--- src/rtl/bcd_multidigit_seq_ctrl_pkg.sv ---
// +----------------------------------------------------------------------+
// | bcd_pkg: shared BCD constants, FSM state type and digit helpers.     |
// | Rev 1.0                                                              |
// +----------------------------------------------------------------------+
`default_nettype none

package bcd_pkg;

  localparam int         DIG_W   = 4;
  localparam logic [3:0] BCD_MAX = 4'd9;
  localparam logic [4:0] BCD_ADJ = 5'd6;

  typedef enum logic [1:0] {
    IDLE = 2'd0,
    RUN  = 2'd1,
    DONE = 2'd2
  } state_t;

  // Truncating subtract: invalid digits wrap rather than saturate.
  function automatic logic [DIG_W-1:0] nines_comp(input logic [DIG_W-1:0] digit);
    return BCD_MAX - digit;
  endfunction

endpackage

`default_nettype wire

--- src/rtl/bcd_multidigit_seq_ctrl_if.sv ---
// +----------------------------------------------------------------------+
// | bcd_multidigit_seq_ctrl_if: operand/result bus of the BCD sequencer. |
// | Rev 1.0                                                              |
// +----------------------------------------------------------------------+
`default_nettype none

interface bcd_multidigit_seq_ctrl_if #(
  parameter int NDIG = 4
);

  logic              start;
  logic              op_sub;
  logic              cin;
  logic [4*NDIG-1:0] a_in;
  logic [4*NDIG-1:0] b_in;
  logic              busy;
  logic              done;
  logic [4*NDIG-1:0] sum_out;
  logic              cout;
  logic              err;

  modport master (
    output start, op_sub, cin, a_in, b_in,
    input  busy, done, sum_out, cout, err
  );

  modport slave (
    input  start, op_sub, cin, a_in, b_in,
    output busy, done, sum_out, cout, err
  );

endinterface

`default_nettype wire

--- src/rtl/bcd_multidigit_seq_ctrl_digit_add.sv ---
// +----------------------------------------------------------------------+
// | bcd_digit_add: combinational single-digit BCD adder with carry.      |
// | Rev 1.0                                                              |
// +----------------------------------------------------------------------+
`default_nettype none

module bcd_digit_add
  import bcd_pkg::*;
(
  input  logic [DIG_W-1:0] a,
  input  logic [DIG_W-1:0] b,
  input  logic             c_in,
  output logic [DIG_W-1:0] s,
  output logic             c_out
);

  logic [4:0] w_z;
  logic [4:0] w_adj;

  assign w_z   = {1'b0, a} + {1'b0, b} + {4'b0000, c_in};
  assign w_adj = (w_z > {1'b0, BCD_MAX}) ? (w_z + BCD_ADJ) : w_z;
  assign {c_out, s} = w_adj;

endmodule

`default_nettype wire

--- src/rtl/bcd_multidigit_seq_ctrl.sv ---
// +----------------------------------------------------------------------+
// | bcd_multidigit_seq_ctrl: digit-serial NDIG-digit BCD add/subtract.   |
// | Rev 1.0                                                              |
// +----------------------------------------------------------------------+
`default_nettype none

module bcd_multidigit_seq_ctrl
  import bcd_pkg::*;
#(
  parameter int NDIG = 4
) (
  input  logic                      clk,
  input  logic                      rst_n,
  bcd_multidigit_seq_ctrl_if.slave  bus
);

  localparam int            SW     = DIG_W * NDIG;
  localparam int            CW     = $clog2(NDIG + 1);
  localparam logic [CW-1:0] C_LAST = CW'(NDIG - 1);

  state_t          r_state;
  logic [SW-1:0]   r_a;
  logic [SW-1:0]   r_b;
  logic [SW-1:0]   r_sum;
  logic [CW-1:0]   r_cnt;
  logic            r_carry;
  logic            r_busy;
  logic            r_done;
  logic            r_cout;
  logic            r_err;

  logic [SW-1:0]    w_b_lat;
  logic [SW-1:0]    w_sum_next;
  logic             w_err;
  logic [DIG_W-1:0] w_s;
  logic             w_c;

  generate
    for (genvar i = 0; i < NDIG; i++) begin : g_bsel
      assign w_b_lat[i*DIG_W +: DIG_W] = bus.op_sub ? nines_comp(bus.b_in[i*DIG_W +: DIG_W])
                                                    : bus.b_in[i*DIG_W +: DIG_W];
    end
  endgenerate

  always_comb begin
    w_err = 1'b0;
    for (int i = 0; i < NDIG; i++) begin
      if ((bus.a_in[i*DIG_W +: DIG_W] > BCD_MAX) || (bus.b_in[i*DIG_W +: DIG_W] > BCD_MAX))
        w_err = 1'b1;
    end
  end

  bcd_digit_add u_digit_add (
    .a     (r_a[DIG_W-1:0]),
    .b     (r_b[DIG_W-1:0]),
    .c_in  (r_carry),
    .s     (w_s),
    .c_out (w_c)
  );

  // New digit enters at the MSD end so digit 0 lands in [3:0] after NDIG shifts.
  assign w_sum_next = (r_sum >> DIG_W) | (SW'(w_s) << (DIG_W * (NDIG - 1)));

  always_ff @(posedge clk or negedge rst_n) begin
    if (!rst_n) begin
      r_state <= IDLE;
      r_a     <= '0;
      r_b     <= '0;
      r_sum   <= '0;
      r_cnt   <= '0;
      r_carry <= 1'b0;
      r_busy  <= 1'b0;
      r_done  <= 1'b0;
      r_cout  <= 1'b0;
      r_err   <= 1'b0;
    end else begin
      case (r_state)
        IDLE, DONE: begin
          r_done <= 1'b0;
          if (bus.start) begin
            r_state <= RUN;
            r_busy  <= 1'b1;
            r_a     <= bus.a_in;
            r_b     <= w_b_lat;
            r_carry <= bus.op_sub ? 1'b1 : bus.cin;
            r_err   <= w_err;
            r_cnt   <= '0;
            r_sum   <= '0;
          end else begin
            r_state <= IDLE;
          end
        end
        RUN: begin
          r_sum   <= w_sum_next;
          r_carry <= w_c;
          r_a     <= r_a >> DIG_W;
          r_b     <= r_b >> DIG_W;
          r_cnt   <= r_cnt + 1'b1;
          if (r_cnt == C_LAST) begin
            r_state <= DONE;
            r_busy  <= 1'b0;
            r_done  <= 1'b1;
            r_cout  <= w_c;
          end
        end
        default: r_state <= IDLE;
      endcase
    end
  end

  assign bus.busy    = r_busy;
  assign bus.done    = r_done;
  assign bus.sum_out = r_sum;
  assign bus.cout    = r_cout;
  assign bus.err     = r_err;

endmodule

`default_nettype wire
--- src/flat_wrapper.sv ---
// flat-port wrapper written by rule: the top's interface ports become plain ports
module bcd_multidigit_seq_ctrl_flat import bcd_pkg::*;
#(
  parameter int NDIG = 4
)
  (clk, rst_n, bus_start, bus_op_sub, bus_cin, bus_a_in, bus_b_in, bus_busy, bus_done, bus_sum_out, bus_cout, bus_err);
  bcd_multidigit_seq_ctrl_if #(.NDIG(NDIG)) bus_i ();
  input  logic clk;
  input  logic rst_n;
  input wire logic [$bits(bus_i.start)-1:0] bus_start;
  input wire logic [$bits(bus_i.op_sub)-1:0] bus_op_sub;
  input wire logic [$bits(bus_i.cin)-1:0] bus_cin;
  input wire logic [$bits(bus_i.a_in)-1:0] bus_a_in;
  input wire logic [$bits(bus_i.b_in)-1:0] bus_b_in;
  output wire logic [$bits(bus_i.busy)-1:0] bus_busy;
  output wire logic [$bits(bus_i.done)-1:0] bus_done;
  output wire logic [$bits(bus_i.sum_out)-1:0] bus_sum_out;
  output wire logic [$bits(bus_i.cout)-1:0] bus_cout;
  output wire logic [$bits(bus_i.err)-1:0] bus_err;
  assign bus_i.start = bus_start;
  assign bus_i.op_sub = bus_op_sub;
  assign bus_i.cin = bus_cin;
  assign bus_i.a_in = bus_a_in;
  assign bus_i.b_in = bus_b_in;
  assign bus_busy = bus_i.busy;
  assign bus_done = bus_i.done;
  assign bus_sum_out = bus_i.sum_out;
  assign bus_cout = bus_i.cout;
  assign bus_err = bus_i.err;
  bcd_multidigit_seq_ctrl #(.NDIG(NDIG)) u_core (.clk(clk), .rst_n(rst_n), .bus(bus_i));
endmodule
--- config.mk ---
export PLATFORM = sky130hd
export DESIGN_NAME = bcd_multidigit_seq_ctrl_flat
export DESIGN_NICKNAME = d
export VERILOG_FILES = /design/src/rtl/bcd_multidigit_seq_ctrl_pkg.sv /design/src/rtl/bcd_multidigit_seq_ctrl_if.sv /design/src/rtl/bcd_multidigit_seq_ctrl_digit_add.sv /design/src/rtl/bcd_multidigit_seq_ctrl.sv /design/src/flat_wrapper.sv
export SDC_FILE = /design/constraint.sdc
export NUM_CORES = 1
export LEC_CHECK = 0
export ABC_AREA = 1
export BUFFER_PORTS_ARGS = -buffer_cell sky130_fd_sc_hd__buf_4
export CAP_MARGIN = 20
export CORE_ASPECT_RATIO = 1.25
export CORE_MARGIN = 2
export CORE_UTILIZATION = 38
export CTS_BUF_LIST = sky130_fd_sc_hd__clkbuf_2
export CTS_CLUSTER_SIZE = 24
export DETAILED_ROUTE_END_ITERATION = 6
export PLACE_DENSITY = 0.57
export SLEW_MARGIN = 5
export SYNTH_ARGS = -nofsm -noshare
export SYNTH_HDL_FRONTEND = slang
export SYNTH_SLANG_ARGS = --single-unit
export TNS_END_PERCENT = 100
--- constraint.sdc ---
create_clock -name clk -period 3.2 [get_ports clk]
set_input_delay 0.16 -clock clk [delete_from_list [all_inputs] [get_ports clk]]
set_output_delay 0.16 -clock clk [all_outputs]
set_load 0.02 [all_outputs]
==> results.ini <==
[setup_path]
crit_required_ps = 3580
path_cells = fa_1 -> fa_1 -> nand2_1 -> nand2_2 -> ha_1 -> inv_1 -> nand2_1 -> nand2_1 -> nand2_2 -> nand2_4 -> nand3_2 -> nand2_1 -> nand2_1
crit_fanout = 5
path_buf_inv = 1
critPathArrivalTime_ps = 2890
crit_path_frequent_cell = nand2_1
critPathLaunchType = flop
crit_type = reg2reg
slowest_delay_ps = 490
worstSetupEndpointType = flop
crit_family = adder cells
cpMaxStageDelayCell = fa_1
r2r_setup_slack_ps = 690

[placement]
gp_congestion = 0.803
portBuffers = 56
place_worst_setup_slack_ps = 730
hpwl_mm = 4.64
dp.cells = 460

[grt]
grt_pass1_wl_mm = 11.6
gr-total-overflow = 0
grt_pass1_vias = 2447
grt_max_degree = 59
grt.total_usage_pct = 18.6
antenna_found_initial = 0

[timing]
setup_slack_ps = 692
timing.fmax_mhz = 399
fin_setup_tns_ps = 0
period_share_pct = 78.4
worstMarginPinSlew_ps = 742
fin_skew_ps = 17.8
rsz0062_at_grt = false
final_hold_viol_count = 0
final.min_clock_period_ps = 2510
setup_viol = 0
slew_violations = 0
slew-limit-headroom_pct = 50.5

[floorplanning]
die_w_um = 81.7
die_h_um = 101
rows = 35
start_util_pct = 38.9
io_pins = 57
design.die.area_um2 = 8260
coreArea_um2 = 7360

[clocking]
root_buffer = clkbuf_2
cts_tree = yes
cts_sinks = 58
worstSkewPairLatency_ps = 480
post_cts_resized = 0
cts_buffers = 9
clockBufferDepth = 2
cts_max_level = 3
clkSlewWorstSetupHoldPaths_ps = 160

[final_layout]
final_util_pct = 50.6
diodes = 0
seqCellArea_um2 = 1450
instances_no_fill = 505
nFillCells = 721
area_growth_pct = 30.0
nNetsFinal = 457
multi_input_area_um2 = 1200
drive_gt1_share_pct = 21.8

[route]
drc_errors = 0
ant_nets = 0
wl_per_cell_um = 13.6
wl_mm = 6.88
viasPerCell = 4.97
drt_iter0_drc = 160
drt_pre_antenna_iters = 4
via_count = 2510

[pwr]
sw_frac_of_total_pct = 46.9
pwr-share-comb_pct = 55.1
power_switching_w = 0.00168
internal-power_w = 0.00190
p_seq_share_pct = 34.3
power_density_nw_per_um2 = 962
power.clock.fraction_pct = 10.6
leakage_nw = 1.88
irDropWorstVdd_mv = 0.531

[min_path]
hold_class = in2reg

[yosys]
synth-edff-count = 0
async_reset_ff_share_pct = 100
yosys_warnings = 0
yosysSeqAreaShare_pct = 50.7
synth_cells = 322
yosysMostFrequentCell = nand2_1
synth_seq_cells = 58
synth_area_leader_cell = dfrtp_1
yosys_most_used_dff = dfrtp_1
synth.top_cells.by_area = dfrtp_1, nand2_1, inv_1
synth_top_cell_area_share_pct = 50.7
synth_nets = 371
ys_top_cells_by_count = nand2_1, dfrtp_1, inv_1, nand3_1, o21ai_1
syn-cell-area_um2 = 2870
ys_types = 29
synth_area_per_cell_um2 = 8.90

[run]
cap_violations = 0

[run_status]
status = completed

[worst reg2reg max path, delay by kind of cell (launching register included)]
kind | cells | cell delay (ps)
buffers and inverters | 1 | 90
DFF | 1 | 430
adders and majority gates | 3 | 1190
and+or+nand+nor | 9 | 700
[final timing paths]
| path | startpoint | cells after the start | end |
|---|---|---|---|
| min in group asynchronous | rst_n | 2 | u_core.bus.sum_out[2] |
| max in group asynchronous | rst_n | 2 | u_core.r_a[10] |
| min | bus_b_in[1] | 3 | u_core.r_b[1] |
| max | u_core.r_carry | 13 | u_core.bus.sum_out[15] |
| max reg2reg | u_core.r_carry | 13 | u_core.bus.sum_out[15] |
| min reg2reg | u_core.r_a[11] | 2 | u_core.r_a[7] |
[per-stage QoR]
stage               total power [W]  area, µm²  hold WS (ps)
floorplan                   0.00266       2870          -136
CTS                         0.00362       3730          7.23
finish                      0.00359       3730          35.7
detailed placement          0.00322       3360           271
global route                0.00395       3730          16.1
global placement            0.00316       3360           278
[placed cells by master, fill, tap and decap left out, drive strengths merged]
| cell type | instances |
|---|---|
| a21oi | 5 |
| a221oi | 1 |
| a22o | 5 |
| a22oi | 9 |
| a31oi | 1 |
| buf | 59 |
| clkbuf | 12 |
| clkinv | 4 |
| dfrtp | 58 |
| dlygate4sd3 | 29 |
| fa | 2 |
| ha | 10 |
| inv | 39 |
| nand2 | 101 |
| nand3 | 18 |
| nor2 | 7 |
| nor3 | 1 |
| o211ai | 9 |
| o21ai | 27 |
| o221ai | 2 |
| o22ai | 7 |
| xnor2 | 4 |
| xor2 | 3 |
[cell families (layout without fill, tap and decap cells)]
logic type      Yosys count  count (layout)  share of synthesized area, %
fa+ha+maj                12              12                          5.76
compound gates           66              66                          14.7
xor+xnor                  7               7                          2.14
simple gates            127             127                          19.3
buf+inv                  52             143                          7.42
flops                    58              58                          50.7
[power groups by stage]
stage	logic, W	clock network [W]	registers [W]
global route	0.00225	0.000425	0.00127
finish	0.00198	0.000379	0.00123
CTS	0.00200	0.000391	0.00123
detailed placement	0.00197	0	0.00125
global placement	0.00192	0	0.00124
floorplan	0.00133	0	0.00133
[area by class of cell]
cell class              count  share of cell area (%)
well taps                  92                    3.09
inverters                  39                    3.93
multi-input cells         212                    32.2
clock inverters             4                   0.504
clock buffers              12                    1.61
repair buffers             88                    19.7
flip-flops and latches     58                    39.0
[timing repair]
item	CTS	global route
buffers inserted	0	0
hold buffers	29	0
hold endpoints to repair	86	0
[state kept, by name, indices dropped and copies added, names as in the netlist]
register / flops
u_core.bus.busy: 1
u_core.bus.cout: 1
u_core.bus.done: 1
u_core.bus.err: 1
u_core.bus.sum_out: 16
u_core.r_a: 16
u_core.r_b: 16
u_core.r_carry: 1
u_core.r_cnt: 3
u_core.r_state: 2
[metal layers]
layer / GRT usage, % / wire length (µm) / up-vias
li1: - / - / 1232
met1: 23.3 / 2940 / 1214
met2: 31.2 / 3570 / 54
met3: 3.49 / 248 / 10
met4: 7.56 / 119 / 0
met5: 0 / 0 / -
(Power assumes the default switching activity.)
